--- config.mk ---
export PLATFORM = sky130hd
export DESIGN_NAME = sdram_axi_tester
export DESIGN_NICKNAME = d
export VERILOG_FILES = /design/src/rtl/sdram_axi_tester.sv
export SDC_FILE = /design/constraint.sdc
export NUM_CORES = 1
export LEC_CHECK = 0
export ABC_AREA = 1
export BUFFER_PORTS_ARGS = -buffer_cell sky130_fd_sc_hd__buf_2
export CAP_MARGIN = 25
export CORE_MARGIN = 2
export CORE_UTILIZATION = 40
export DETAILED_ROUTE_END_ITERATION = 12
export PLACE_DENSITY = 0.72
export REMOVE_ABC_BUFFERS = 1
export SLEW_MARGIN = 20
export SYNTH_ARGS = -nofsm -noshare
export SYNTH_HDL_FRONTEND = slang
export SYNTH_SLANG_ARGS = --single-unit
--- constraint.sdc ---
create_clock -name clk -period 3.97 [get_ports clk]
set_clock_uncertainty 0.1 [all_clocks]
set_input_delay 0.397 -clock clk [delete_from_list [all_inputs] [get_ports clk]]
set_output_delay 0.397 -clock clk [all_outputs]
set_load 0.02 [all_outputs]
--- src/rtl/sdram_axi_tester.sv ---
// AXI4 initiator that writes an address-derived pattern over a region in INCR
// bursts, reads it back, and reports pass/fail with a saturating error count.
module sdram_axi_tester #(
    parameter logic [31:0] BASE_ADDR  = 32'h0000_0000,
    parameter int          BURST_LEN  = 8,
    parameter int          NUM_BURSTS = 4,
    parameter logic [31:0] PATTERN    = 32'hA5A5_5A5A,
    parameter logic [3:0]  TXN_ID     = 4'h3
) (
    input  logic        clk,
    input  logic        reset_n,
    input  logic        start,
    output logic        busy,
    output logic        done,
    output logic        pass,
    output logic [15:0] err_count,
    output logic [2:0]  state_dbg,
    output logic        awvalid,
    input  logic        awready,
    output logic [31:0] awaddr,
    output logic [3:0]  awid,
    output logic [7:0]  awlen,
    output logic [1:0]  awburst,
    output logic        wvalid,
    input  logic        wready,
    output logic [31:0] wdata,
    output logic [3:0]  wstrb,
    output logic        wlast,
    input  logic        bvalid,
    output logic        bready,
    input  logic [1:0]  bresp,
    input  logic [3:0]  bid,
    output logic        arvalid,
    input  logic        arready,
    output logic [31:0] araddr,
    output logic [3:0]  arid,
    output logic [7:0]  arlen,
    output logic [1:0]  arburst,
    input  logic        rvalid,
    output logic        rready,
    input  logic [31:0] rdata,
    input  logic [1:0]  rresp,
    input  logic [3:0]  rid,
    input  logic        rlast
);

    // Handshakes: a transfer happens on a rising edge where valid && ready; the
    // sender keeps valid high and its payload stable until that edge.

    typedef enum logic [2:0] {
        ST_IDLE = 3'd0,
        ST_AW   = 3'd1,
        ST_W    = 3'd2,
        ST_B    = 3'd3,
        ST_AR   = 3'd4,
        ST_R    = 3'd5,
        ST_DONE = 3'd6
    } state_t;

    localparam logic [7:0]  LAST_K      = 8'(BURST_LEN - 1);
    localparam logic [15:0] LAST_B      = 16'(NUM_BURSTS - 1);
    localparam logic [31:0] BURST_BYTES = 32'(4 * BURST_LEN);

    state_t      state;
    state_t      state_next;
    logic [15:0] b;
    logic [7:0]  k;
    logic [31:0] burst_addr;
    logic [31:0] beat_addr;
    logic        start_ok;
    logic        aw_hs;
    logic        w_hs;
    logic        b_hs;
    logic        ar_hs;
    logic        r_hs;
    logic        r_end;
    logic        b_last;
    logic        beat_err;
    logic [15:0] err_next;

    assign state_dbg = state;
    assign start_ok  = start && ((state == ST_IDLE) || (state == ST_DONE));
    assign aw_hs     = awvalid && awready;
    assign w_hs      = wvalid && wready;
    assign b_hs      = bvalid && bready;
    assign ar_hs     = arvalid && arready;
    assign r_hs      = rvalid && rready;
    assign b_last    = (b == LAST_B);
    // A read burst ends on rlast or on its nominal last beat, whichever comes first.
    assign r_end     = r_hs && (rlast || (k == LAST_K));

    always_ff @(posedge clk) begin
        if (!reset_n) begin
            state <= ST_IDLE;
        end else begin
            state <= state_next;
        end
    end

    always_comb begin
        state_next = state;
        case (state)
            ST_IDLE, ST_DONE: if (start_ok) state_next = ST_AW;
            ST_AW:            if (aw_hs) state_next = ST_W;
            ST_W:             if (w_hs && wlast) state_next = ST_B;
            ST_B:             if (b_hs) state_next = b_last ? ST_AR : ST_AW;
            ST_AR:            if (ar_hs) state_next = ST_R;
            ST_R:             if (r_end) state_next = b_last ? ST_DONE : ST_AR;
            default:          state_next = ST_IDLE;
        endcase
    end

    always_comb begin
        beat_err = 1'b0;
        if (b_hs) begin
            beat_err = (bresp != 2'b00) || (bid != TXN_ID);
        end else if (r_hs) begin
            beat_err = (rresp != 2'b00) || (rid != TXN_ID) ||
                       (rdata != (beat_addr ^ PATTERN)) || (rlast != (k == LAST_K));
        end
        err_next = err_count;
        if (beat_err && (err_count != 16'hFFFF)) err_next = err_count + 16'd1;
    end

    always_ff @(posedge clk) begin
        if (!reset_n) begin
            busy       <= 1'b0;
            done       <= 1'b0;
            pass       <= 1'b0;
            err_count  <= 16'd0;
            b          <= 16'd0;
            k          <= 8'd0;
            burst_addr <= 32'd0;
            beat_addr  <= 32'd0;
            awvalid    <= 1'b0;
            awaddr     <= 32'd0;
            awid       <= 4'd0;
            awlen      <= 8'd0;
            awburst    <= 2'b00;
            wvalid     <= 1'b0;
            wdata      <= 32'd0;
            wstrb      <= 4'd0;
            wlast      <= 1'b0;
            bready     <= 1'b0;
            arvalid    <= 1'b0;
            araddr     <= 32'd0;
            arid       <= 4'd0;
            arlen      <= 8'd0;
            arburst    <= 2'b00;
            rready     <= 1'b0;
        end else begin
            err_count <= err_next;
            case (state)
                ST_IDLE, ST_DONE: begin
                    if (start_ok) begin
                        busy       <= 1'b1;
                        done       <= 1'b0;
                        pass       <= 1'b0;
                        err_count  <= 16'd0;
                        b          <= 16'd0;
                        burst_addr <= BASE_ADDR;
                    end
                end
                ST_AW: begin
                    if (!awvalid) begin
                        awvalid <= 1'b1;
                        awaddr  <= burst_addr;
                        awid    <= TXN_ID;
                        awlen   <= LAST_K;
                        awburst <= 2'b01;
                    end else if (awready) begin
                        awvalid   <= 1'b0;
                        wvalid    <= 1'b1;
                        wdata     <= burst_addr ^ PATTERN;
                        wstrb     <= 4'hF;
                        wlast     <= (LAST_K == 8'd0);
                        beat_addr <= burst_addr;
                        k         <= 8'd0;
                    end
                end
                ST_W: begin
                    if (w_hs) begin
                        if (wlast) begin
                            wvalid <= 1'b0;
                            wlast  <= 1'b0;
                            bready <= 1'b1;
                        end else begin
                            // Next beat is presented right away, no bubble.
                            beat_addr <= beat_addr + 32'd4;
                            k         <= k + 8'd1;
                            wdata     <= (beat_addr + 32'd4) ^ PATTERN;
                            wlast     <= ((k + 8'd1) == LAST_K);
                        end
                    end
                end
                ST_B: begin
                    if (b_hs) begin
                        bready     <= 1'b0;
                        b          <= b_last ? 16'd0 : b + 16'd1;
                        burst_addr <= b_last ? BASE_ADDR : burst_addr + BURST_BYTES;
                    end
                end
                ST_AR: begin
                    if (!arvalid) begin
                        arvalid <= 1'b1;
                        araddr  <= burst_addr;
                        arid    <= TXN_ID;
                        arlen   <= LAST_K;
                        arburst <= 2'b01;
                    end else if (arready) begin
                        arvalid   <= 1'b0;
                        rready    <= 1'b1;
                        beat_addr <= burst_addr;
                        k         <= 8'd0;
                    end
                end
                ST_R: begin
                    if (r_end) begin
                        rready     <= 1'b0;
                        b          <= b_last ? 16'd0 : b + 16'd1;
                        burst_addr <= burst_addr + BURST_BYTES;
                        if (b_last) begin
                            busy <= 1'b0;
                            done <= 1'b1;
                            pass <= (err_next == 16'd0);
                        end
                    end else if (r_hs) begin
                        beat_addr <= beat_addr + 32'd4;
                        k         <= k + 8'd1;
                    end
                end
                default: begin
                end
            endcase
        end
    end

endmodule

Yosys cells after proc, flatten, opt, wreduce, memory -nomap -nowiden
Cells that the tools add are included.
W data, S select, Z words.
{ "totals": {"reg_bits": 219, "latch_bits": 0, "ramBits": 0, "mem_bits_ro": 0, "inputBits": 53, "output_inout_bits": 156, "elab_cells": 183, "n_memories": 0} }
{ "op_classes": {"addsub": 5, "n_mul": 0, "n_div": 0, "n_lt_le_gt_ge": 0, "eq_ne": 30, "shift": 0, "mux": 80, "bitwise_logic": 5, "reduce_logical": 38} }
{ "ops": {"columns": ["operator", "count"], "rows": [
  ["$mux W32", 16],
  ["$pmux W32 S4", 1],
  ["$mux W16", 7],
  ["$pmux W32 S3", 1],
  ["$mux W8", 8],
  ["$pmux W32 S2", 1],
  ["$not A16 Y16", 3],
  ["$pmux W16 S3", 1],
  ["$add A16 B1 Y16 const B", 2],
  ["$add A32 B3 Y32 const B", 1],
  ["$add A32 B6 Y32 const B", 1],
  ["$ne A2 B2 Y1 const B", 16],
  ["$ne A32 B32 Y1", 1],
  ["$pmux W8 S4", 1],
  ["$mux W1", 28],
  ["$mux W3", 7],
  ["$reduce_and A4 Y1", 5],
  ["$pmux W3 S6", 1],
  ["$eq A16 B2 Y1 const B", 1],
  ["$eq A8 B3 Y1 const B", 2],
  ["$logic_not A16 Y1", 1],
  ["$ne A16 B16 Y1 const B", 1],
  ["$pmux W1 S2", 7],
  ["$reduce_bool A2 Y1", 6],
  ["other kinds (19)", 39]
]} }

Longest topological paths before layout
{ "logic_depth": {"word_depth": 12, "mapped_depth": 22, "mapped_depth_nobuf": 21} }

Worst setup path before layout
No wires, ideal clock.
{ "synth_path": {"path_kind": "flip-flop to flip-flop", "start": "reg k[0]", "end": "reg burst_addr[24]", "setup_time_ns": 0.120, "t_arrival_ns": 2.246, "required_time_ns": 3.750, "setup_slack_ns": 1.503, "stages_incl_launch_ff": 20, "n_path_buf": 0, "period_less_slack_ns": 2.467, "cell_sequence": "dfxtp_1 -> ha_1 -> nand2_1 -> nor3_1 -> nand2_1 -> ha_1 -> inv_1 -> a21oi_1 -> nor2_4 -> nand2_2 -> nor2_8 -> nand2_2 -> inv_2 -> nand4_1 -> nor2_1 -> nand2_1 -> nor2_2 -> nand3_1 -> o21ai_1 -> a21oi_1"} }
{ "synth_between": {"elab_chain_len": 5} }
{ "synth_rtl": {"columns": ["item", "line_no", "source"], "rows": [
  ["from (decl)", "67", "logic [7:0] k;"],
  ["from (signal assigned)", "190", "k <= k + 8'd1;"],
  ["from (signal assigned)", "229", "k <= k + 8'd1;"],
  ["$eq A8 B3 Y1", "90", "assign r_end = r_hs && (rlast || (k == LAST_K));"],
  ["$logic_or A1 B1 Y1", "90", null],
  ["$logic_and A1 B1 Y1", "90", null],
  ["$ne A2 B2 Y1 (no line)", null, null],
  ["$reduce_and A4 Y1 (no line)", null, null],
  ["to (signal assigned)", "200", "burst_addr <= b_last ? BASE_ADDR : burst_addr + BURST_BYTES;"],
  ["to (signal assigned)", "221", "burst_addr <= burst_addr + BURST_BYTES;"],
  ["to (decl)", "68", "logic [31:0] burst_addr;"]
]} }
Every way passes these cells.
A chain may end at the register's enable or synchronous reset.

Final worst setup path
{ "layout_path": {"start": "reg k[0]", "end": "reg pass"} }
{ "layout_between": {"elab_chain_len": 11, "word_cells_on_any_way": 15, "cone_classes": "3 x eq/ne; 6 x mux; 6 x reduce/logical"} }
{ "layout_rtl": {"columns": ["item", "line_no", "source"], "rows": [
  ["$eq A8 B3 Y1 *", "90, 119", null],
  ["$ne A1 B1 Y1", "119", "(rdata != (beat_addr ^ PATTERN)) || (rlast != (k == LAST_K));"],
  ["$logic_or A1 B1 Y1", "119", null],
  ["$mux W1", "117", "end else if (r_hs) begin"],
  ["$mux W1", "115", "if (b_hs) begin"],
  ["$logic_and A1 B1 Y1", "122", "if (beat_err && (err_count != 16'hFFFF)) err_next = err_count + 16'd1;"],
  ["$mux W16", "122", null],
  ["$logic_not A16 Y1", "225", "pass <= (err_next == 16'd0);"],
  ["$mux W1", "222", "if (b_last) begin"],
  ["$mux W1", "218", "if (r_end) begin"],
  ["$pmux W1 S2", "153", "case (state)"],
  ["to (signal assigned)", "225", null],
  ["to (decl)", "15", "output logic pass,"]
]} }
Mark *: on every way between the ends. The rest lies on a longest branch, timed or not. The select of a mux whose other input is x is not followed.

==> results.md <==
* Final Hold Fails at 0
* Synth warnings at 0
* Hold Path Cell Cnt at 3
* DRC at 0
* Final Power at between 6 and 7 mW
* Multi-input logic area at about 5200 µm²
* Placed cells at slightly below 2000
* Syn Inst Count at approximately 1500
* Clock buffer depth at 2
* Sequential-to-total area share from yosys stat at 0.383
* Number of synthesized flops with an enable pin at 0
* TritonCTS clock tree: yes
* Global-route wire length before repair at 48100 µm
* Num CTS Buffers at 17
* Unrepaired setup endpoints after global routing: no
* Bufs and invs on worst path at 1
* PostCTS Resize Cnt at 0
* Fill count at 2563
* Met3 WL at around 1900 µm
* Final Max Tran Viols at 0
* Area of the mapped netlist at a little over 10000 µm²
* Leak at between 5 and 6 nW
* Status: finished, final reports clean
* I/O pin total at approximately 210
* Setup Fix Bufs, Post-CTS at 0
* FMAX at around 0.3 GHz
* Fraction of layout cells with a size suffix above 1 at 0.169
* Antenna-violating nets left at 0
* Most used DFF post-synth: dfxtp_1
* Crit Path Class: reg -> reg
* Reg area at about 4000 µm²
* Total Routing Usage GR at 0.223
* Die ar. at 27300 µm²
* R2R Path Start: k[0]
* WHS Endpoint: bready
* Largest stage delay, worst path at 0.39 ns
* Nets at about 1700
* PD cells at about 520 nW/µm²
* Starting density of the core at 0.410
* Row cnt at between 50 and 60
* WL per Instance at 15.4 µm
* Async S/R FF share, synth at 0
* Placed Area at between 10000 and 15000 µm²
* CP most frequent cell: nand2_1
* Comb pwr share at 0.321
* DRT Pass-1 Iters at 5
* Tcrit/Tclk final at 0.834
* Worst-margin pin slew at between 0.9 and 1 ns
* Number of distinct library cells after synthesis at 51
* Sequential Power Share at 0.392
* Via count at roughly 10000
* Vias in the first global route at between 9000 and 10000
* Syn Area/Cell at a little under 7 µm²
* Net Sw Frac at 0.402
* Worst setup margin at 0.660 ns
* Cell internal pwr at 3.71 mW
* Drt first-iter violations at 823
* Initial antenna violation count at 0
* Largest net degree at the start of global routing at 84
* Routed vias/inst at around 5.2
* Wl on met1 at approximately 14000 µm
* RR Endpoint: pass
* Pre-CTS setup slack at approximately 0.64 ns
* Core Area at ~25000 µm²
* Tmin final at 3.31 ns
* Max Used Layer: met4
* CP Data Required Time at 4.24 ns
* CP Cell Sequence: ha_1, nand2_1, nor3_1, nand2_1, ha_1, nor3_1, nand2_1, nor2_1, nand2_1, nor2_1, nand3_1, nand2_1, nand2_1, nand2_1, o21ai_1, inv_1, nand2_1, nor2_1, nand3_1, a21oi_1
* Final cell area excluding filler cells at roughly 12000 µm²
* Port Buffers at about 180
* Delay-heaviest family, CP: simple AND/OR/NAND/NOR gates
* Clock slew at reported path FFs at ~0.070 ns
* Setup violations, final at 0
* Area grow syn2layout at 14.7%
* Startpoint types: flip-flop
* Max-slew headroom at 0.345
* Max Fanout on Critical Path at 12
* Clock Latency Late Sink at 0.45 ns
* Total Routed Length at 30600 µm
* Overflow after GRT at 0
* #FFs+latches synth at 199
* Die height at approximately 170 µm
* GPL Wtd Cong at about 0.91
* Fin util at 0.471
* Crit. End Element: flip-flop
* H-tree levels at 4
* Setup_tns at 0 ns
* Reg-to-reg slack, setup at between 0.6 and 0.7 ns
* Hold Crit Class: in -> reg
* Post-synth top area share at 0.383
* Synth area leaders: dfxtp_1 38%, nand2_1 11%, a21oi_1 7.6%, inv_1 6.9%, nor2_1 5.6%
* Layout Cells excl Fill at roughly 2000
* Part of the power in the clock network at 0.287
* CTS Sinks at ~200
* CTS root buf: clkbuf_16
* Leading area contributor after synthesis: dfxtp_1
* Die X at about 170 µm
* Worst vdd ir at 0.000272 V
* WHS at 0.208 ns
* Reg2Reg Depth at 20
* Dpl hpwl at ~22000 µm
* Worst EP arrival at between 3 and 4 ns
* Met2 routed wirelength at roughly 14000 µm
* Maxcap violations at 0
* Hold Path Origin: wready
* Slowest cell on crit path: nand2_1
* CTS Hold Bufs at 0
* Sw power at 2.49 mW
[how the worst max path moves through the flow]
stage,start,to,slack (ns),cells past startpoint
global placement,k[1],pass,0.74,20
finish,k[0],pass,0.66,20
CTS,k[1],pass,0.61,20
global route,k[0],pass,0.29,21
detailed placement,k[1],pass,0.64,20
floorplan,state_dbg[0],wdata[11],0.30,10
[power by group through the flow]
| stage | sequential (mW) | clock (mW) | combinational, mW |
|---|---|---|---|
| finish | 2.43 | 1.78 | 1.99 |
| global route | 2.46 | 1.88 | 2.17 |
| CTS | 2.43 | 1.80 | 1.99 |
| detailed placement | 2.47 | 0 | 1.98 |
| global placement | 2.47 | 0 | 1.95 |
| floorplan | 2.74 | 0 | 0.961 |
[Yosys cell counts (all sizes together) (13+ instances only)]
library cell	count
inv	203
dfxtp	199
o22ai	13
nand4	26
nand2	309
o21ai	118
nand3	52
a31oi	17
clkbuf	38
a21oi	159
nor2	170
xor2	31
buf	62
nor3	34
[tightest hold or removal path, cell delays in order]
cell	delay, ns
buf_2	0.11
nand4_1	0.11
a221oi_1	0.08
[layout make-up]
type                    count  share of cell area
well taps                 330              0.0346
repair buffers            191              0.0821
flip-flops and latches    199               0.334
multi-input cells        1032               0.434
clock inverters            13              0.0131
inverters                 206              0.0649
diodes                      1            0.000210
clock buffers              18              0.0369
[logic make-up (layout without fill, tap and decap cells)]
logic type	after synthesis	after routing	synth area share
AOI/OAI and AO/OA	345	345	0.184
xor gates and xnor gates	38	38	0.0320
adders and majority gates	7	7	0.00843
buffers and inverters	306	428	0.128
DFF	199	199	0.383
other	1	27	0.000361
and+or+nand+nor	616	616	0.263
[layer usage]
metal / global-route usage / up-vias
met5: 0 / -
met4: 0.0897 / 0
met3: 0.0295 / 52
met2: 0.356 / 377
met1: 0.305 / 4739
li1: - / 5133
[sequential cells by signal, indices dropped and copies added (netlist names)]
register and flops:
wvalid 1, err_count 16, pass 1, awaddr 27
busy 1, bready 1, wlast 1, beat_addr 31
arburst 1, state_dbg 3, b 16, arvalid 1
rready 1, wstrb 1, done 1, wdata 32
k 8, awvalid 1, awburst 1, burst_addr 27
araddr 27
[placed cells by master (no fill, tap or decap), drive strengths merged, types with 2 or more instances in the layout]
cell and n:
a211oi 10, a21oi 159, a221oi 12, a2bb2oi 2, a31oi 17, and3 3
buf 191, clkbuf 18, clkinv 6, conb 26, dfxtp 199, ha 7
inv 211, nand2 309, nand3 52, nand3b 6, nand4 26, nor2 170
nor3 34, nor4 9, o211ai 7, o21ai 118, o221a 3, o22ai 13
or2 6, xnor2 7, xor2 31
Note: power is estimated with default switching activity, not from simulation.
